===== src/rtl/w5300_bus_driver_pkg.sv =====
// Shared constants, state encoding and load-value helper for the W5300 direct-mode bus driver.
package w5300_pkg;

    localparam int CADDR_W  = 12;
    localparam int DATA_W   = 16;
    localparam int ADDR_W   = 10;
    localparam int STB_BIT  = 11;
    localparam int OP_BIT   = 10;
    localparam int ADDR_MSB = 9;

    localparam logic ADDR_S_VALID   = 1'b0;
    localparam logic ADDR_S_INVALID = 1'b1;
    localparam logic ADDR_OP_RD     = 1'b1;
    localparam logic ADDR_OP_WR     = 1'b0;

    localparam int SETUP_MIN   = 1;
    localparam int RECOVER_MIN = 2;

    typedef enum logic [3:0] {
        RST_HOLD, PLL_WAIT, READY, IDLE, SETUP, STROBE, HOLD, DONE, RECOVER
    } bus_state_e;

    // A phase lasting n cycles loads n-1: the timer reaches zero on the phase's last cycle.
    function automatic logic [31:0] load_val(input int n, input int min_n);
        int m;
        m = (n < min_n) ? min_n : n;
        return 32'(m - 1);
    endfunction

endpackage


===== src/rtl/w5300_bus_driver_if.sv =====
// Command channel between the UDP config/comm controller and the bus driver.
interface w5300_bus_driver_if;
    import w5300_pkg::*;

    logic [CADDR_W-1:0] caddr;
    logic [DATA_W-1:0]  wr_data;
    logic               op_status;
    logic [DATA_W-1:0]  rd_data;

    modport master (output caddr, output wr_data, input op_status, input rd_data);
    modport slave  (input caddr, input wr_data, output op_status, output rd_data);
endinterface


===== src/rtl/w5300_bus_driver_timer.sv =====
// Loadable 32-bit down-counter that saturates at zero; shared by power-up delays and bus phases.
module w5300_bus_timer #(
    parameter logic [31:0] RST_VAL = 32'd0
) (
    input  logic        clk,
    input  logic        rst,
    input  logic        load_i,
    input  logic [31:0] load_val_i,
    output logic        zero_o
);
    logic [31:0] cnt_q, cnt_d;

    always_comb begin
        cnt_d = cnt_q;
        if (load_i)
            cnt_d = load_val_i;
        else if (cnt_q != 32'd0)
            cnt_d = cnt_q - 32'd1;
    end

    always_ff @(posedge clk or posedge rst) begin
        if (rst) cnt_q <= RST_VAL;
        else     cnt_q <= cnt_d;
    end

    assign zero_o = (cnt_q == 32'd0);
endmodule


===== src/rtl/w5300_bus_driver.sv =====
// W5300 power-up sequencer plus one timed 16-bit direct-mode read/write cycle per command.
module w5300_bus_driver
    import w5300_pkg::*;
#(
    parameter int CLK_FREQ       = 100,
    parameter int RESET_US       = 10,
    parameter int PLL_WAIT_US    = 10000,
    parameter int SETUP_CYCLES   = 1,
    parameter int RD_CYCLES      = 7,
    parameter int WR_CYCLES      = 6,
    parameter int RECOVER_CYCLES = 2
) (
    input  logic                clk,
    input  logic                rst,
    w5300_bus_driver_if.slave   cmd,
    output logic                w5300_rst_n,
    output logic                cs_n,
    output logic                rd_n,
    output logic                wr_n,
    output logic [ADDR_W-1:0]   addr,
    output logic [DATA_W-1:0]   data_out,
    output logic                data_oe,
    input  logic [DATA_W-1:0]   data_in
);
    localparam logic [31:0] RST_LD   = load_val(RESET_US * CLK_FREQ, 1);
    localparam logic [31:0] PLL_LD   = load_val(PLL_WAIT_US * CLK_FREQ, 1);
    localparam logic [31:0] SETUP_LD = load_val(SETUP_CYCLES, SETUP_MIN);
    localparam logic [31:0] RD_LD    = load_val(RD_CYCLES, 1);
    localparam logic [31:0] WR_LD    = load_val(WR_CYCLES, 1);
    localparam logic [31:0] REC_LD   = load_val(RECOVER_CYCLES, RECOVER_MIN);

    bus_state_e          state_q, state_d;
    logic                op_rd_q, op_rd_d;
    logic [ADDR_W-1:0]   addr_q, addr_d;
    logic [DATA_W-1:0]   wdata_q, wdata_d;
    logic [DATA_W-1:0]   rdata_q, rdata_d;
    logic                tmr_load, tmr_zero;
    logic [31:0]         tmr_val;
    logic                on_bus;

    w5300_bus_timer #(.RST_VAL(RST_LD)) u_timer (
        .clk        (clk),
        .rst        (rst),
        .load_i     (tmr_load),
        .load_val_i (tmr_val),
        .zero_o     (tmr_zero)
    );

    always_ff @(posedge clk or posedge rst) begin
        if (rst) begin
            state_q <= RST_HOLD;
            op_rd_q <= 1'b0;
            addr_q  <= '0;
            wdata_q <= '0;
            rdata_q <= '0;
        end else begin
            state_q <= state_d;
            op_rd_q <= op_rd_d;
            addr_q  <= addr_d;
            wdata_q <= wdata_d;
            rdata_q <= rdata_d;
        end
    end

    always_comb begin
        state_d  = state_q;
        op_rd_d  = op_rd_q;
        addr_d   = addr_q;
        wdata_d  = wdata_q;
        rdata_d  = rdata_q;
        tmr_load = 1'b0;
        tmr_val  = 32'd0;
        unique case (state_q)
            RST_HOLD: if (tmr_zero) begin
                state_d  = PLL_WAIT;
                tmr_load = 1'b1;
                tmr_val  = PLL_LD;
            end
            PLL_WAIT: if (tmr_zero) state_d = READY;
            READY:    state_d = IDLE;
            IDLE: if (cmd.caddr[STB_BIT] == ADDR_S_VALID) begin
                // Command is captured here; later caddr/wr_data changes cannot disturb the cycle.
                op_rd_d  = (cmd.caddr[OP_BIT] == ADDR_OP_RD);
                addr_d   = cmd.caddr[ADDR_MSB:0];
                wdata_d  = cmd.wr_data;
                state_d  = SETUP;
                tmr_load = 1'b1;
                tmr_val  = SETUP_LD;
            end
            SETUP: if (tmr_zero) begin
                state_d  = STROBE;
                tmr_load = 1'b1;
                tmr_val  = op_rd_q ? RD_LD : WR_LD;
            end
            STROBE: if (tmr_zero) begin
                state_d = HOLD;
                if (op_rd_q) rdata_d = data_in;
            end
            HOLD: state_d = DONE;
            DONE: begin
                state_d  = RECOVER;
                tmr_load = 1'b1;
                tmr_val  = REC_LD;
            end
            RECOVER: if (tmr_zero) state_d = IDLE;
            default: state_d = RST_HOLD;
        endcase
    end

    // Strobes decode straight from state so an async reset releases them without waiting for a clock.
    assign on_bus        = (state_q == SETUP) || (state_q == STROBE) || (state_q == HOLD);
    assign w5300_rst_n   = (state_q != RST_HOLD);
    assign cs_n          = !on_bus;
    assign rd_n          = !((state_q == STROBE) && op_rd_q);
    assign wr_n          = !((state_q == STROBE) && !op_rd_q);
    assign data_oe       = on_bus && !op_rd_q;
    assign addr          = addr_q;
    assign data_out      = wdata_q;
    assign cmd.op_status = (state_q == READY) || (state_q == DONE);
    assign cmd.rd_data   = rdata_q;
endmodule


===== src/flat_wrapper.sv =====
// flat-port wrapper written by rule: the top's interface ports become plain ports
module w5300_bus_driver_flat import w5300_pkg::*;
#(
    parameter int CLK_FREQ       = 100,
    parameter int RESET_US       = 10,
    parameter int PLL_WAIT_US    = 10000,
    parameter int SETUP_CYCLES   = 1,
    parameter int RD_CYCLES      = 7,
    parameter int WR_CYCLES      = 6,
    parameter int RECOVER_CYCLES = 2
)
  (clk, rst, w5300_rst_n, cs_n, rd_n, wr_n, addr, data_out, data_oe, data_in, cmd_caddr, cmd_wr_data, cmd_op_status, cmd_rd_data);
  w5300_bus_driver_if cmd_i ();
  input  logic clk;
  input  logic rst;
  output logic w5300_rst_n;
  output logic cs_n;
  output logic rd_n;
  output logic wr_n;
  output logic [ADDR_W-1:0] addr;
  output logic [DATA_W-1:0] data_out;
  output logic data_oe;
  input  logic [DATA_W-1:0] data_in;
  input wire logic [$bits(cmd_i.caddr)-1:0] cmd_caddr;
  input wire logic [$bits(cmd_i.wr_data)-1:0] cmd_wr_data;
  output wire logic [$bits(cmd_i.op_status)-1:0] cmd_op_status;
  output wire logic [$bits(cmd_i.rd_data)-1:0] cmd_rd_data;
  assign cmd_i.caddr = cmd_caddr;
  assign cmd_i.wr_data = cmd_wr_data;
  assign cmd_op_status = cmd_i.op_status;
  assign cmd_rd_data = cmd_i.rd_data;
  w5300_bus_driver #(.CLK_FREQ(CLK_FREQ), .RESET_US(RESET_US), .PLL_WAIT_US(PLL_WAIT_US), .SETUP_CYCLES(SETUP_CYCLES), .RD_CYCLES(RD_CYCLES), .WR_CYCLES(WR_CYCLES), .RECOVER_CYCLES(RECOVER_CYCLES)) u_core (.clk(clk), .rst(rst), .cmd(cmd_i), .w5300_rst_n(w5300_rst_n), .cs_n(cs_n), .rd_n(rd_n), .wr_n(wr_n), .addr(addr), .data_out(data_out), .data_oe(data_oe), .data_in(data_in));
endmodule

===== config.mk =====
export PLATFORM = sky130hd
export DESIGN_NAME = w5300_bus_driver_flat
export DESIGN_NICKNAME = d
export VERILOG_FILES = /design/src/rtl/w5300_bus_driver_pkg.sv /design/src/rtl/w5300_bus_driver_if.sv /design/src/rtl/w5300_bus_driver_timer.sv /design/src/rtl/w5300_bus_driver.sv /design/src/flat_wrapper.sv
export SDC_FILE = /design/constraint.sdc
export NUM_CORES = 1
export LEC_CHECK = 0
export CORE_MARGIN = 3
export CORE_UTILIZATION = 40
export DETAILED_ROUTE_END_ITERATION = 6
export GPL_TIMING_DRIVEN = 0
export PLACE_DENSITY = 0.64
export SLEW_MARGIN = 30
export SYNTH_ARGS = -nofsm -noshare
export SYNTH_HDL_FRONTEND = slang
export SYNTH_SLANG_ARGS = --single-unit

===== constraint.sdc =====
create_clock -name clk -period 2.6 [get_ports clk]
set_input_delay 0.26 -clock clk [delete_from_list [all_inputs] [get_ports clk]]
set_output_delay 0.26 -clock clk [all_outputs]
set_load 0.01 [all_outputs]

==> impl_metrics.env, run 1 <==
export IMPL_nFillCells=799
export IMPL_pin_count=94
export IMPL_start_kind="flip-flop"
export IMPL_fin_setup_tns_ns=0
export IMPL_ff2ff_path_depth=7
export IMPL_cp_max_fo=10
export IMPL_finalNonFillerCells=545
export IMPL_path_cells="or4_1 -> buf_6 -> nor4_4 -> nand3_4 -> nor2_4 -> buf_6 -> mux2_1"
export IMPL_gp_congestion=0.818
export IMPL_initial_core_util=0.419
export IMPL_fmax_mhz=411
export IMPL_num_vias=2898
export IMPL_rows=34
export IMPL_wl_met2_um=3720
export IMPL_p_clk_frac=0.378
export IMPL_crit_slowest_cell="or4_1"
export IMPL_outcome="completed"
export IMPL_dieArea_um2=10500
export IMPL_relSlewSlack=0.613
export IMPL_postSynthAreaPerCell_um2=11.5
export IMPL_routed_wl_um=8600
export IMPL_grt_pass1_wl_um=14500
export IMPL_crit_path_max_incr_delay_ns=0.55
export IMPL_dp_cells=525
export IMPL_reg2reg_to="u_core.cmd.rd_data[14]$_DFFE_PP0P_"
export IMPL_clockBufferDepth=2
export IMPL_cts_sinks=79
export IMPL_drc=0
export IMPL_cts_root_buf="clkbuf_8"
export IMPL_wl_per_cell_um=15.8
export IMPL_cp_end_kind="flip-flop"
export IMPL_min_path_type="input pin to async pin"
export IMPL_ys_warn_count=0
export IMPL_power_density_nw_per_um2=420
export IMPL_insertion_delay_ns=0.35
export IMPL_syn_inst=323
export IMPL_dr_max_layer_used="met4"
export IMPL_io_buffer_count=93
export IMPL_crit_top_cell="buf_6"
export IMPL_gr_total_overflow=0
export IMPL_antenna_cells=0
export IMPL_synth_nets=370
export IMPL_cts_buffers=9
export IMPL_antenna_found_initial=0
export IMPL_ys_seq_area_frac=0.534
export IMPL_drt_pass1_iterations=4
export IMPL_post_route_period_util=0.937
export IMPL_period_needed_ns=2.44
export IMPL_cp_required_ns=2.84
export IMPL_place_ws_ns=-0.140
export IMPL_place_hpwl_um=6240
export IMPL_synth_main_ff_cell="dfrtp_1"
export IMPL_area_growth_pct=36.0
export IMPL_cts_tree="yes"
export IMPL_swShare=0.231
export IMPL_track_usage=0.176
export IMPL_pwr_share_comb=0.045
export IMPL_wl_met1_um=3870
export IMPL_viasPerCell=5.32
export IMPL_path_clk_slew_ns=0.09
export IMPL_p_seq_frac=0.577
export IMPL_ant_nets=0
export IMPL_coreArea_um2=8890
export IMPL_worst_pin_slew_ns=0.580
export IMPL_internal_power_mw=1.64
export IMPL_setup_viol=0
export IMPL_die_width_um=102
export IMPL_grt_pass1_vias=2999
export IMPL_maxSlewViolCount=0
export IMPL_synth_area_um2=3720
export IMPL_dr_wl_met3_um=962
export IMPL_hold_viol=0
export IMPL_r2r_start="u_core.u_timer.cnt_q[4]$_DFFE_PP0P_"
export IMPL_rrSetupSlack_ns=0.16
export IMPL_fin_ws_ns=0.165
export IMPL_synth_edf_count=0
export IMPL_cts_max_level=3
export IMPL_synthArstFlopShare=1.00
export IMPL_die_height_um=102
export IMPL_crit_arrival_ns=2.67
export IMPL_irDropWorstVdd_v=0.000363
export IMPL_drv_cap=0
export IMPL_drive_above_1_share=0.206
export IMPL_switchingPower_mw=0.491
export IMPL_ys_ff_latch=79
export IMPL_drt_initial_drc_count=118
export IMPL_skew_ns=0.0128
export IMPL_final_nets=480
export IMPL_whs_ns=0.250
export IMPL_p_leak_nw=2.20
export IMPL_grt_max_degree=50
export IMPL_path_class="flip-flop to flip-flop"
export IMPL_synthDistinctLibCells=51
==> placed cells by master, fill, tap and decap left out, drive strengths merged, types with 2 or more instances in the layout <==
master         Yosys  routed
nor3               8       8
nand3              8       8
o211ai             5       5
dfrtp             71      71
a31oi              5       5
nor2b              3       3
buf                4      11
xnor2             11      11
nor4              10      10
xor2              12      12
clkinvlp           0       2
or2                2       2
mux2              43      43
nand4              7       7
clkbuf            12      20
clkdlybuf4s50      0      93
clkinv             0       3
or4               11      11
a21oi             11      11
dfstp              8       8
nand2             13      13
nor2              29      29
a211oi             3       3
inv                5       6
or3                7       7
nand3b             3       3
o22ai              2       2
and2               2       2
o31ai              2       2
o21ai             14      14
==> metrics by stage <==
| stage | util | cell area, µm² | power, mW |
|---|---|---|---|
| final | 0.569 | 5060 | 2.13 |
| after global routing | 0.569 | 5060 | 2.22 |
| after CTS | 0.565 | 5020 | 2.17 |
| after detailed placement | 0.542 | 4820 | 1.35 |
| after global placement | 0.539 | 4790 | 1.34 |
| after floorplan | - | 3720 | 1.27 |
==> worst max-delay path by stage <==
stage	to	depth (start not counted)	from
5_1_grt	u_core.u_timer.cnt_q[18]$_DFFE_PP0P_	7	u_core.u_timer.cnt_q[13]$_DFFE_PP0P_
3_3_place_gp	u_core.u_timer.cnt_q[12]$_DFFE_PP0P_	2	rst
6_report	u_core.cmd.rd_data[14]$_DFFE_PP0P_	7	u_core.u_timer.cnt_q[4]$_DFFE_PP0P_
4_1_cts	u_core.cmd.rd_data[14]$_DFFE_PP0P_	8	u_core.u_timer.cnt_q[0]$_DFFE_PP1P_
3_5_place_dp	u_core.cmd.rd_data[14]$_DFFE_PP0P_	8	u_core.u_timer.cnt_q[0]$_DFFE_PP1P_
2_1_floorplan	u_core.cmd.rd_data[0]$_DFFE_PP0P_	8	u_core.u_timer.cnt_q[0]$_DFFE_PP1P_
==> routing by layer <==
metal	global-route usage	vias up
li1	-	1387
met1	0.225	1415
met2	0.256	92
met3	0.109	4
met4	0.0343	0
met5	0	-
==> worst max-delay path: cells and delay by family, from the launching register on <==
| kind | cells | cell delay (ns) |
|---|---|---|
| buffers and inverters | 2 | 0.33 |
| flip-flops | 1 | 0.44 |
| multiplexers | 1 | 0.33 |
| AND/OR/NAND/NOR | 4 | 1.23 |
==> cell type report <==
class | instances | area (µm²) | share of cell area
Sequential cell | 79 | 1990 | 0.393
Timing Repair Buffer | 100 | 1000 | 0.198
Inverter | 5 | 23.8 | 0.00470
Buffer | 15 | 76.3 | 0.0151
Multi-Input combinational cell | 223 | 1670 | 0.329
Tap cell | 108 | 135 | 0.0267
Clock inverter | 6 | 46.3 | 0.00915
Clock buffer | 9 | 124 | 0.0245
==> cell families after synthesis <==
logic type	after synthesis	synth area share
adder cells (fa/ha/maj)	1	0.00336
multiplexers	44	0.133
buffers and inverters	21	0.0259
AO/OA/AOI/OAI	46	0.0763
AND/OR/NAND/NOR	109	0.174
flip-flops	79	0.534
XOR/XNOR	23	0.0541
==> power by group through the flow <==
stage	clock network (mW)	registers [mW]	logic [mW]
2_1_floorplan	0	1.25	0.0185
3_3_place_gp	0	1.25	0.0913
3_5_place_dp	0	1.25	0.0995
4_1_cts	0.846	1.23	0.0997
5_1_grt	0.888	1.23	0.106
6_report	0.804	1.23	0.0962
==> what timing repair did <==
item                       CTS  global route
hold buffers                 0             0
pin swaps                    1             2
buffers inserted             2             4
hold endpoints to repair     0             0
resized for setup            3             4
setup endpoints to repair   23            34
==> Yosys cell counts, types with 2 or more instances <==
| cell type | count | area [µm²] |
|---|---|---|
| dfrtp_1 | 71 | 1780 |
| mux2_2 | 33 | 372 |
| nor2_1 | 27 | 101 |
| o21ai_0 | 14 | 70.1 |
| clkbuf_1 | 12 | 45.0 |
| nand2_1 | 12 | 45.0 |
| xor2_1 | 12 | 105 |
| xnor2_1 | 11 | 96.3 |
| a21oi_1 | 10 | 50.1 |
| mux2_1 | 10 | 113 |
| dfstp_2 | 8 | 210 |
| nor3_1 | 8 | 40.0 |
| nor4_1 | 8 | 50.1 |
| nand3_1 | 7 | 35.0 |
| nand4_1 | 7 | 43.8 |
| or4_1 | 7 | 52.6 |
| a31oi_1 | 5 | 31.3 |
| inv_1 | 5 | 18.8 |
| o211ai_1 | 5 | 37.5 |
| or3_1 | 5 | 31.3 |
| a211oi_1 | 3 | 22.5 |
| nand3b_1 | 3 | 22.5 |
| nor2b_1 | 3 | 18.8 |
| or4_4 | 3 | 33.8 |
| buf_2 | 2 | 10.0 |
| buf_6 | 2 | 22.5 |
| nor4_4 | 2 | 42.5 |
| o22ai_1 | 2 | 12.5 |
| o31ai_1 | 2 | 15.0 |
| or2_2 | 2 | 12.5 |
| or3_2 | 2 | 15.0 |
==> sequential cells by signal, indices dropped and copies added, names as in the netlist <==
signal / cells
u_core.addr: 10
u_core.cmd.rd_data: 16
u_core.data_out: 16
u_core.op_rd_q: 1
u_core.state_q: 4
u_core.u_timer.cnt_q: 32
Note: power is estimated with default switching activity, not from simulation.
==> run 2: changes to the inputs <==
==> constraint.sdc (replaced) <==
create_clock -name clk -period 2.9 [get_ports clk]
set_input_delay 0.29 -clock clk [delete_from_list [all_inputs] [get_ports clk]]
set_output_delay 0.29 -clock clk [all_outputs]
set_load 0.01 [all_outputs]
==> impl_metrics.env, run 2 (synthesis results as in run 1) <==
export IMPL_drt_pass1_iterations=4
export IMPL_area_growth_pct=34.1
export IMPL_met2_usage=0.256
export IMPL_cts_root_buf="clkbuf_8"
export IMPL_grtUsageMet3=0.109
export IMPL_ff2ff_path_depth=8
export IMPL_skew_ns=0.0129
export IMPL_critPathTopFamily="simple AND/OR/NAND/NOR gates"
export IMPL_finalNonFillerCells=540
export IMPL_grt_max_degree=50
export IMPL_cts_buffers=9
export IMPL_insertion_delay_ns=0.35
export IMPL_io_buffer_count=93
export IMPL_post_route_period_util=0.940
export IMPL_crit_path_max_incr_delay_ns=0.53
export IMPL_path_buf_inv=2
export IMPL_irDropWorstVdd_v=0.000329
export IMPL_drive_above_1_share=0.183
export IMPL_met1_usage=0.226
export IMPL_drv_cap=0
export IMPL_p_leak_nw=2.16
export IMPL_switchingPower_mw=0.443
export IMPL_min_path_type="input pin to async pin"
export IMPL_ant_nets=0
export IMPL_power_density_nw_per_um2=383
export IMPL_start_kind="flip-flop"
export IMPL_swShare=0.232
export IMPL_rrSetupSlack_ns=0.17
export IMPL_final_nets=475
export IMPL_crit_slowest_cell="or3b_2"
export IMPL_nFillCells=801
export IMPL_r2r_start="u_core.u_timer.cnt_q[0]$_DFFE_PP1P_"
export IMPL_outcome="completed"
export IMPL_rsz0062_at_grt="false"
export IMPL_p_total_mw=1.91
export IMPL_dieArea_um2=10500
export IMPL_maxSlewViolCount=0
export IMPL_track_usage=0.176
export IMPL_wl_per_cell_um=16.0
export IMPL_initial_core_util=0.419
export IMPL_gr_total_overflow=0
export IMPL_final_common_cell="clkdlybuf4s50_1"
export IMPL_antenna_found_initial=0
export IMPL_viasPerCell=5.36
export IMPL_dp_cells=525
export IMPL_clockBufferDepth=2
export IMPL_cts_resized=0
export IMPL_num_vias=2896
export IMPL_gp_congestion=0.818
export IMPL_fin_setup_tns_ns=0
export IMPL_drc=0
export IMPL_crit_arrival_ns=2.97
export IMPL_grt_pass1_vias=3003
export IMPL_setup_viol=0
export IMPL_reg2reg_to="u_core.cmd.rd_data[14]$_DFFE_PP0P_"
export IMPL_hold_viol=0
export IMPL_p_clk_frac=0.379
export IMPL_place_hpwl_um=6240
export IMPL_path_class="flip-flop to flip-flop"
export IMPL_regMostFlops="u_core.u_timer.cnt_q"
export IMPL_worst_pin_slew_ns=0.645
export IMPL_cts_sinks=79
export IMPL_p_seq_frac=0.576
export IMPL_grt_pass1_wl_um=14500
export IMPL_path_cells="inv_1 -> ha_1 -> or3b_2 -> nor4_4 -> nand3_2 -> nor2_4 -> buf_6 -> mux2_1"
export IMPL_multi_input_area_um2=1640
export IMPL_postCtsSetupBuffers=0
export IMPL_drt_initial_drc_count=108
export IMPL_fmax_mhz=367
export IMPL_path_clk_slew_ns=0.09
export IMPL_die_height_um=102
export IMPL_mostFrequentLayoutCells="clkdlybuf4s50_1, dfrtp_1, mux2_2"
export IMPL_period_needed_ns=2.73
export IMPL_cts_max_level=3
export IMPL_postCtsHoldBufs=0
export IMPL_antenna_cells=0
export IMPL_routed_wl_um=8660
export IMPL_pin_count=94
export IMPL_cp_max_fo=10
export IMPL_relSlewSlack=0.566
export IMPL_pwr_share_comb=0.045
export IMPL_cts_tree="yes"
export IMPL_die_width_um=102
export IMPL_rows=34
export IMPL_cp_required_ns=3.14
export IMPL_register_area_um2=1990
export IMPL_largest_reg_flops=32
export IMPL_busiest_layer="met2"
export IMPL_cp_end_kind="flip-flop"
export IMPL_coreArea_um2=8890
export IMPL_internal_power_mw=1.47
## run 2: cell types whose count changed in the layout (fill, tap and decap cells not counted), sizes merged
cell / previous run / this run
buf: 11 / 5
clkbuf: 20 / 21
## run 2: worst max path at each step
stage / start / endpoint / slack [ns] / cells after the start
after floorplan: u_core.u_timer.cnt_q[0]$_DFFE_PP1P_ / u_core.cmd.rd_data[0]$_DFFE_PP0P_ / 0.52 / 8
after global placement: rst / u_core.u_timer.cnt_q[12]$_DFFE_PP0P_ / -0.79 / 2
after detailed placement: u_core.u_timer.cnt_q[0]$_DFFE_PP1P_ / u_core.cmd.rd_data[14]$_DFFE_PP0P_ / 0.16 / 8
after CTS: u_core.u_timer.cnt_q[0]$_DFFE_PP1P_ / u_core.cmd.rd_data[14]$_DFFE_PP0P_ / 0.16 / 8
after global routing: u_core.u_timer.cnt_q[13]$_DFFE_PP0P_ / u_core.u_timer.cnt_q[22]$_DFFE_PP0P_ / 0.005 / 7
final: u_core.u_timer.cnt_q[0]$_DFFE_PP1P_ / u_core.cmd.rd_data[14]$_DFFE_PP0P_ / 0.17 / 8
## run 2: per-layer routing
layer  vias to the layer above  routed length [µm]
li1                       1376                   -
met1                      1408                3800
met4                         0                  57
met2                       106                3750
met3                         6                1040
met5                         -                   0
## run 2: per-stage QoR
step	cell area, µm²	utilization	hold WS [ns]	setup WS [ns]
after floorplan	3720	-	0.425	0.520
after global placement	4790	0.539	0.468	-0.791
after detailed placement	4820	0.542	0.474	0.160
after CTS	4990	0.561	0.274	0.159
after global routing	4990	0.561	0.293	0.00506
final	4990	0.561	0.276	0.175
## run 2: final cells by class
class / count / share of cell area
sequential: 79 / 0.398
clock inverter: 6 / 0.00928
tap: 108 / 0.0271
timing repair buffer: 94 / 0.192
clock buffer: 9 / 0.0248
inverter: 5 / 0.00476
buffer: 16 / 0.0155
multi-input combinational: 223 / 0.328
## run 2: power by group through the flow
| stage | Combinational [mW] | Clock, mW | Sequential (mW) |
|---|---|---|---|
| finish | 0.0863 | 0.724 | 1.10 |
| global placement | 0.0818 | 0 | 1.12 |
| CTS | 0.0894 | 0.758 | 1.10 |
| detailed placement | 0.0892 | 0 | 1.12 |
| global route | 0.0948 | 0.796 | 1.10 |
| floorplan | 0.0165 | 0 | 1.12 |
